File: config.mk
export PLATFORM = sky130hd
export DESIGN_NAME = dff_ram_dp
export DESIGN_NICKNAME = d
export VERILOG_FILES = /design/src/rtl/dff_ram_dp.sv
export SDC_FILE = /design/constraint.sdc
export NUM_CORES = 1
export LEC_CHECK = 0
export CORE_ASPECT_RATIO = 1.5
export CORE_UTILIZATION = 43
export CTS_CLUSTER_DIAMETER = 50
export DETAILED_ROUTE_END_ITERATION = 8
export GPL_TIMING_DRIVEN = 1
export SETUP_SLACK_MARGIN = 0.1
export SYNTH_ARGS = -nofsm -noshare
export SYNTH_HDL_FRONTEND = slang
export SYNTH_SLANG_ARGS = --single-unit
File: constraint.sdc
create_clock -name clk -period 1.3 [get_ports clk]
set_input_delay 0.195 -clock clk [delete_from_list [all_inputs] [get_ports clk]]
set_output_delay 0.195 -clock clk [all_outputs]
set_load 0.03 [all_outputs]
File: src/rtl/dff_ram_dp.sv
// dff_ram_dp: flop-based simple-dual-port RAM with byte enables, 1/2-cycle read latency and array clear.
module dff_ram_dp #(
  parameter int DATA_W   = 72,
  parameter int ADDR_W   = 2,
  parameter int READ_LAT = 1,
  parameter int WR_FIRST = 1
) (
  input  logic                clk,
  input  logic                rst_n,
  input  logic                clr,
  input  logic                wr_en,
  input  logic [ADDR_W-1:0]   wr_addr,
  input  logic [DATA_W-1:0]   wr_data,
  input  logic [DATA_W/8-1:0] wr_be,
  input  logic                rd_en,
  input  logic [ADDR_W-1:0]   rd_addr,
  output logic [DATA_W-1:0]   rd_data,
  output logic                rd_valid
);
  localparam int DEPTH = 2 ** ADDR_W;
  localparam int NB    = DATA_W / 8;
  logic [DATA_W-1:0] mem_q [DEPTH];
  logic [DATA_W-1:0] mem_d [DEPTH];
  logic [DATA_W-1:0] rd_word, s1_data_q, s1_data_d, rd_data_q, rd_data_d;
  logic              s1_valid_q, s1_valid_d, rd_valid_q, rd_valid_d;
  always_comb begin
    mem_d = mem_q;
    if (clr)
      for (int a = 0; a < DEPTH; a++) mem_d[a] = '0;
    else if (wr_en)
      for (int b = 0; b < NB; b++)
        if (wr_be[b]) mem_d[wr_addr][8*b +: 8] = wr_data[8*b +: 8];
    // mem_d already holds the byte-merged word, so it doubles as the write-first bypass
    rd_word    = (WR_FIRST != 0 && !clr) ? mem_d[rd_addr] : mem_q[rd_addr];
    s1_valid_d = rd_en;
    s1_data_d  = rd_en ? rd_word : s1_data_q;
    rd_valid_d = (READ_LAT == 2) ? s1_valid_q : rd_en;
    rd_data_d  = rd_valid_d ? ((READ_LAT == 2) ? s1_data_q : rd_word) : rd_data_q;
  end
  always_ff @(posedge clk or negedge rst_n) begin
    if (!rst_n) begin
      for (int a = 0; a < DEPTH; a++) mem_q[a] <= '0;
      s1_valid_q <= 1'b0;
      s1_data_q  <= '0;
      rd_valid_q <= 1'b0;
      rd_data_q  <= '0;
    end else begin
      mem_q      <= mem_d;
      s1_valid_q <= s1_valid_d;
      s1_data_q  <= s1_data_d;
      rd_valid_q <= rd_valid_d;
      rd_data_q  <= rd_data_d;
    end
  end
  assign rd_data  = rd_data_q;
  assign rd_valid = rd_valid_q;
endmodule

==> flow_metrics.py, run 1 <==
metrics = {
    "status": {
        "status": "finished, violations left",
        "violations": "negative setup slack",
    },
    "power_and_ir_drop": {
        "combPwrFrac_pct": 20.7,
        "p_seq_share_pct": 41.4,
        "p_clk_share_pct": 37.9,
        "power_density_nw_per_um2": 1040,
        "intPower_mw": 20.9,
        "netSwitchingPower_mw": 8.41,
        "ir_drop_v": 0.00115,
        "switching_share_pct": 28.7,
        "cellLeakagePower_nw": 12.6,
    },
    "yosys": {
        "ys_top_cells_by_area": "dfrtp_1 (45%), nand2_1 (9.9%), mux4_2 (8.0%), a21oi_1 (7.8%), mux2i_1 (6.2%)",
        "synth_edf_count": 0,
        "synthCells": 2120,
        "yosysMostFrequentCell": "nand2_1",
        "synthTopCellsByCount": "nand2_1 (529), dfrtp_1 (361), a21oi_1 (314), mux2i_1 (125), nor2_1 (122)",
        "synth.distinct_cells": 68,
        "synth_warnings": 0,
        "synth_top_cell_area_share_pct": 44.9,
        "seq_area_frac_synth_pct": 44.9,
        "synth_area_um2": 20100,
        "synth_top_flop_cell": "dfrtp_1",
        "avgSynthCellArea_um2": 9.48,
        "ys_seq_elements": 361,
        "yosysTopAreaCell": "dfrtp_1",
        "synthesis.nets": 2210,
        "async_reset_ff_share_pct": 100,
    },
    "floorplan": {
        "start_util_pct": 43.8,
        "die_area_um2": 47600,
        "die_y_um": 267,
        "rows": 96,
        "io_pins": 163,
        "core_area_um2": 45900,
        "dieWidth_um": 179,
    },
    "critical_path": {
        "crit_buf_inv": 1,
        "crit_type": "flop to output port",
        "cp_max_fo": 2,
        "critPathMaxStageDelay_ns": 0.44,
        "arrival_ns": 1.17,
        "crit_family": "flip-flops",
        "worst_path_max_delay_cell": "dfrtp_1",
        "critical_path.cell_chain": "buf_6",
        "worstPathRequired_ns": 1.11,
        "critPathLaunchType": "flop",
        "cp-end-kind": "output port",
    },
    "route": {
        "antenna_left": 0,
        "first_pass_iters": 6,
        "vias_per_cell": 5.83,
        "drc": 0,
        "vias": 18900,
        "routed_wl_um": 68300,
        "first_iter_violations": 1501,
        "detail_route.wl_per_cell_um": 21.0,
    },
    "place": {
        "port-buffer-count": 162,
        "dp_hpwl_um": 45400,
        "pre_cts_ws_ns": -0.838,
        "place.gp.congestion": 0.862,
    },
    "cells_and_area": {
        "drive_gt1_share_pct": 32.9,
        "finish.utilization_pct": 61.6,
        "fill_cells": 3848,
        "final_nets": 2723,
        "layout-area-overhead-vs-synth_pct": 40.6,
        "antenna_cells": 0,
    },
    "timing": {
        "worst-slew-pin-transition_ns": 0.683,
        "max_freq_mhz": 734,
        "rsz0062_at_grt": "yes",
        "fin_ws_ns": -0.0618,
        "finalClockSkew_ns": 0.0169,
        "hold_viol": 0,
        "relSlewSlack_pct": 54.5,
        "final_max_slew_viol_count": 0,
        "setup_viol": 44,
        "min_period_over_period_pct": 105,
        "period_needed_ns": 1.36,
    },
    "clock_tree": {
        "cts_buffers": 40,
        "clk_pin_slew_ns": 0.06,
        "cts-root-buf": "clkbuf_16",
        "cts_tree": "built",
        "clockBufferDepth": 3,
        "insertion_delay_ns": 0.55,
        "cts_max_level": 2,
        "cts_sinks": 361,
    },
    "global_route": {
        "grt_start_max_net_pins": 136,
        "grt_pass1_wl_um": 107000,
        "grt-ovfl-total": 0,
        "antenna_found_initial": 1,
        "grt_pass1_vias": 19600,
        "gr-usage-all-layers_pct": 28.9,
    },
    "worst_hold_path": {
        "hold_class": "input pin to flop",
    },
    "flow_run": {
        "cap_violations": 0,
    },
}
## cells by family after synthesis
logic type	synth area share, %
compound gates	16.5
buf+inv	4.53
simple gates	18.0
xor+xnor	0.125
flops	44.9
mux	16.0
## power groups by stage
| stage | Clock, mW | Sequential (mW) | Combinational [mW] |
|---|---|---|---|
| after detailed placement | 0 | 12.3 | 5.51 |
| final | 11.1 | 12.1 | 6.06 |
| after floorplan | 0 | 12.6 | 2.20 |
| after global routing | 11.7 | 12.2 | 6.44 |
| after CTS | 11.3 | 12.1 | 5.82 |
| after global placement | 0 | 12.3 | 5.44 |
## timing repair
action                                 CTS  global route
setup endpoints to repair              397           167
buffers inserted                        44            51
endpoints found under the hold margin  237             0
resized for setup                      277            83
pin swaps                               23            41
cloned                                   2             4
hold buffers                             2             0
## path summary, 6_finish.rpt
kind                                           endpoint                   start  cells past startpoint  slack, ns
worst min-delay path               mem_q[141]$_DFF_PN0_                     clr                      3       0.02
worst min register to register      mem_q[84]$_DFF_PN0_     mem_q[84]$_DFF_PN0_                      2       0.54
max in group asynchronous          mem_q[181]$_DFF_PN0_                   rst_n                      3       0.50
worst max-delay path                         rd_data[2]  rd_data[2]$_DFFE_PN0P_                      1      -0.06
min in group asynchronous          mem_q[211]$_DFF_PN0_                   rst_n                      2       0.12
worst max register to register  rd_data[71]$_DFFE_PN0P_    mem_q[287]$_DFF_PN0_                      4      -0.02
## tightest hold or removal path: stages
cell and delay [ns]:
clkbuf_8 0.15, buf_4 0.14, nor2_1 0.04
## cells in the final DEF (no fill, tap or decap), types with 7 or more instances in the layout
cell type and n:
nand2_1 519, mux2_2 24, and2_1 12, nand2_4 8, nand2_2 12, o21ai_1 17, a21oi_2 14, o21a_1 10
nor2_1 108, nor2_2 12, buf_4 391, mux2i_1 121, o21ai_0 21, o32ai_1 7, o22ai_2 24, a32oi_1 10
buf_6 57, and2_4 9, o22ai_1 38, clkdlybuf4s50_1 75, a2bb2oi_1 9, clkbuf_8 8, clkbuf_16 41, dfrtp_2 12
nor3_1 12, mux2_4 8, buf_12 96, a21oi_1 300, dfrtp_1 349, clkbuf_1 7, mux4_2 71, or3_1 27
nand3_1 14, o22a_1 36, a31oi_1 34, and3_1 14, nand3_2 7
## state kept, by name, summed over array words and instances, names as in the netlist
| name | cells |
|---|---|
| rd_data | 72 |
| rd_valid | 1 |
| mem_q | 288 |
## final cells by class
type | instances | area (um2) | share of cell area, %
clock buffer | 55 | 1150 | 4.06
clock inverter | 14 | 98.8 | 0.350
inverter | 2 | 7.51 | 0.0266
multi-input combinational | 1594 | 10800 | 38.2
sequential | 361 | 9050 | 32.0
tap | 588 | 736 | 2.60
timing repair buffer | 634 | 6440 | 22.8
## per-stage QoR
| step | setup TNS, ns | instance area [um2] | instances | hold WS, ns | total power, mW |
|---|---|---|---|---|---|
| CTS | -1.72 | 27500 | 3193 | 0.00468 | 29.2 |
| finish | -0.895 | 28300 | 3248 | 0.0234 | 29.3 |
| floorplan | -6.49 | 20600 | 2120 | -0.101 | 14.8 |
| global route | -2.39 | 28300 | 3248 | 0.0256 | 30.3 |
| global placement | -223.97 | 25600 | 3076 | 0.0996 | 17.7 |
| detailed placement | -227.80 | 25600 | 3076 | 0.101 | 17.8 |
## metal layers
| metal | GRT usage [%] | vias to the layer above | part of all wire [%] |
|---|---|---|---|
| met5 | 0 | - | 0.019 |
| li1 | - | 8607 | - |
| met1 | 35.8 | 9393 | 39 |
| met2 | 49.6 | 742 | 51 |
| met3 | 3.80 | 199 | 5.9 |
| met4 | 13.4 | 2 | 3.9 |
No activity file was read; power rests on OpenSTA's default activity.
==> inputs of run 2 (changes only) <==
==> constraint.sdc (replaced) <==
create_clock -name clk -period 1.1 [get_ports clk]
set_input_delay 0.165 -clock clk [delete_from_list [all_inputs] [get_ports clk]]
set_output_delay 0.165 -clock clk [all_outputs]
set_load 0.03 [all_outputs]
==> run 2 against run 1 <==
  * Clock skew down 0.0040 ns
  * Sequential cell count unchanged
  * Largest power group unchanged
  * Highest routed layer unchanged
  * Global-route usage up 1.1 points
  * Register-to-register slack worse by 0.18 ns
  * Final cell count up 5.0%
  * Critical path depth up 1
  * Critical endpoint is now rd_data[66]
  * The run still ends with negative setup slack left
  * Final area up 6.6%
  * Clock-buffer cell count up 1
  * Die area unchanged
  * Sequential share of layout area down 2.0 points
  * Via count up 5.3%
==> flow_metrics.py, run 2 (synthesis results as in run 1) <==
metrics = {
    "timing": {
        "rsz0062_at_grt": "yes",
        "fin_ws_ns": -0.275,
        "finalClockSkew_ns": 0.0129,
        "setup_viol": 145,
        "max_freq_mhz": 727,
        "final_max_slew_viol_count": 0,
        "setup_tns_ns": -19.05,
        "hold_viol": 0,
        "min_period_over_period_pct": 125,
        "relSlewSlack_pct": 69.4,
        "period_needed_ns": 1.38,
        "worst-slew-pin-transition_ns": 0.459,
    },
    "global_route": {
        "grt-ovfl-total": 0,
        "gr-usage-all-layers_pct": 30.0,
        "grt_pass1_wl_um": 111000,
        "grt_pass1_vias": 20600,
        "grt_start_max_net_pins": 82,
        "antenna_found_initial": 1,
    },
    "power_and_ir_drop": {
        "ir_drop_v": 0.00120,
        "switching_share_pct": 29.0,
        "intPower_mw": 25.2,
        "combPwrFrac_pct": 21.7,
        "cellLeakagePower_nw": 13.6,
        "p_clk_share_pct": 38.0,
        "p_seq_share_pct": 40.3,
        "power_density_nw_per_um2": 1180,
        "netSwitchingPower_mw": 10.3,
    },
    "cells_and_area": {
        "largest_reg_flops": 288,
        "fill_cells": 3568,
        "final_common_cell": "buf_4",
        "regArea_um2": 9050,
        "post_layout_nonfiller_instances": 3410,
        "most-common-layout-cells": "buf_4 (531), nand2_1 (499), dfrtp_1 (351)",
        "regMostFlops": "mem_q",
        "finalInstanceArea_um2": 30100,
        "antenna_cells": 0,
        "final_nets": 2883,
        "drive_gt1_share_pct": 38.9,
        "multi_input_area_um2": 11300,
        "layout-area-overhead-vs-synth_pct": 49.9,
    },
    "floorplan": {
        "io_pins": 163,
        "die_y_um": 267,
        "rows": 96,
        "dieWidth_um": 179,
        "die_area_um2": 47600,
        "core_area_um2": 45900,
        "start_util_pct": 43.8,
    },
    "route": {
        "drc": 0,
        "vias_per_cell": 5.85,
        "routed_wl_um": 72500,
        "antenna_left": 0,
        "first_iter_violations": 1694,
        "vias": 19900,
        "detail_route.wl_per_cell_um": 21.3,
        "first_pass_iters": 7,
    },
    "critical_path": {
        "worstPathRequired_ns": 0.94,
        "arrival_ns": 1.21,
        "crit_family": "flip-flops",
        "rrSetupSlack_ns": -0.20,
        "cp-end-kind": "output port",
        "worst_path_max_delay_cell": "dfrtp_1",
        "crit_type": "flop to output port",
        "crit_cells": 2,
        "critPathLaunchType": "flop",
        "rr_worst_depth": 4,
        "crit_buf_inv": 2,
        "worstReg2RegEnd": "rd_data[59]$_DFFE_PN0P_",
        "critical_path.cell_chain": "buf_6 > buf_12",
        "critPathMaxStageDelay_ns": 0.40,
        "timing.rr.start": "mem_q[59]$_DFF_PN0_",
        "cp_max_fo": 2,
    },
    "clock_tree": {
        "clk_pin_slew_ns": 0.06,
        "insertion_delay_ns": 0.56,
        "cts_max_level": 2,
        "clockBufferDepth": 3,
        "cts_buffers": 40,
        "cts_sinks": 361,
        "cts-root-buf": "clkbuf_16",
        "cts_tree": "built",
    },
    "place": {
        "place.gp.congestion": 0.895,
        "dp_hpwl_um": 47700,
        "post-place-cells": 3208,
        "port-buffer-count": 162,
        "place_area_um2": 26600,
    },
    "flow_run": {
        "cap_violations": 0,
    },
    "status": {
        "violations": "negative setup slack",
        "status": "finished, violations left",
    },
    "worst_hold_path": {
        "hold_class": "input pin to asynchronous set/reset pin",
    },
}
## run 2: worst reg2reg max path, delay by kind of cell, from the launching register on
family	cells	cell delay, ns
multiplexers	1	0.49
flip-flops	1	0.39
AND/OR/NAND/NOR	2	0.27
AO/OA/AOI/OAI	1	0.05
## run 2: how the worst max path moves through the flow
stage,startpoint,to,slack [ns]
2_1_floorplan,wr_en,rd_data[14]$_DFFE_PN0P_,-0.37
4_1_cts,rd_data[66]$_DFFE_PN0P_,rd_data[66],-0.30
5_1_grt,rd_data[66]$_DFFE_PN0P_,rd_data[66],-0.30
6_report,rd_data[66]$_DFFE_PN0P_,rd_data[66],-0.28
3_5_place_dp,wr_addr[1],rd_data[64]$_DFFE_PN0P_,-1.08
3_3_place_gp,wr_addr[1],rd_data[40]$_DFFE_PN0P_,-0.94
## run 2: final cells by class
cell class	instances	share of cell area, %
inverters	2	0.0249
clock buffers	56	3.83
flip-flops and latches	361	30.0
well taps	588	2.44
clock inverters	15	0.407
multi-input cells	1595	37.5
repair buffers	793	25.8
## run 2: repair_timing
item                       4_1_cts  5_1_grt
setup buffers                   72       54
hold buffers                     1        0
cloned                           2        4
pin swaps                       46       80
setup endpoints to repair      432      251
gates resized for setup        142      166
hold endpoints to repair       361        0
## run 2: metal layers
layer / vias up / track usage, % / part of all wire (%)
li1: 8941 / - / -
met1: 9896 / 36.4 / 38
met2: 870 / 51.6 / 51
met3: 233 / 4.44 / 6.6
met4: 2 / 14.8 / 4.5
met5: - / 0 / 0.015
## run 2: power groups by stage
stage	Clock (mW)	Sequential [mW]	Combinational, mW
6_report	13.5	14.3	7.70
5_1_grt	14.1	14.3	8.15
4_1_cts	13.7	14.3	7.25
3_5_place_dp	0	14.5	6.70
3_3_place_gp	0	14.5	6.60
2_1_floorplan	0	14.9	2.62
## run 2: stage by stage
stage,power [mW],hold WS [ns],setup WS (ns),util (%)
2_1_floorplan,17.5,-0.131,-0.374,-
3_3_place_gp,21.1,0.0157,-0.936,57.9
3_5_place_dp,21.2,0.0136,-1.08,57.9
4_1_cts,35.2,0.0229,-0.295,63.1
5_1_grt,36.6,0.0479,-0.297,65.6
6_report,35.5,0.0343,-0.275,65.6
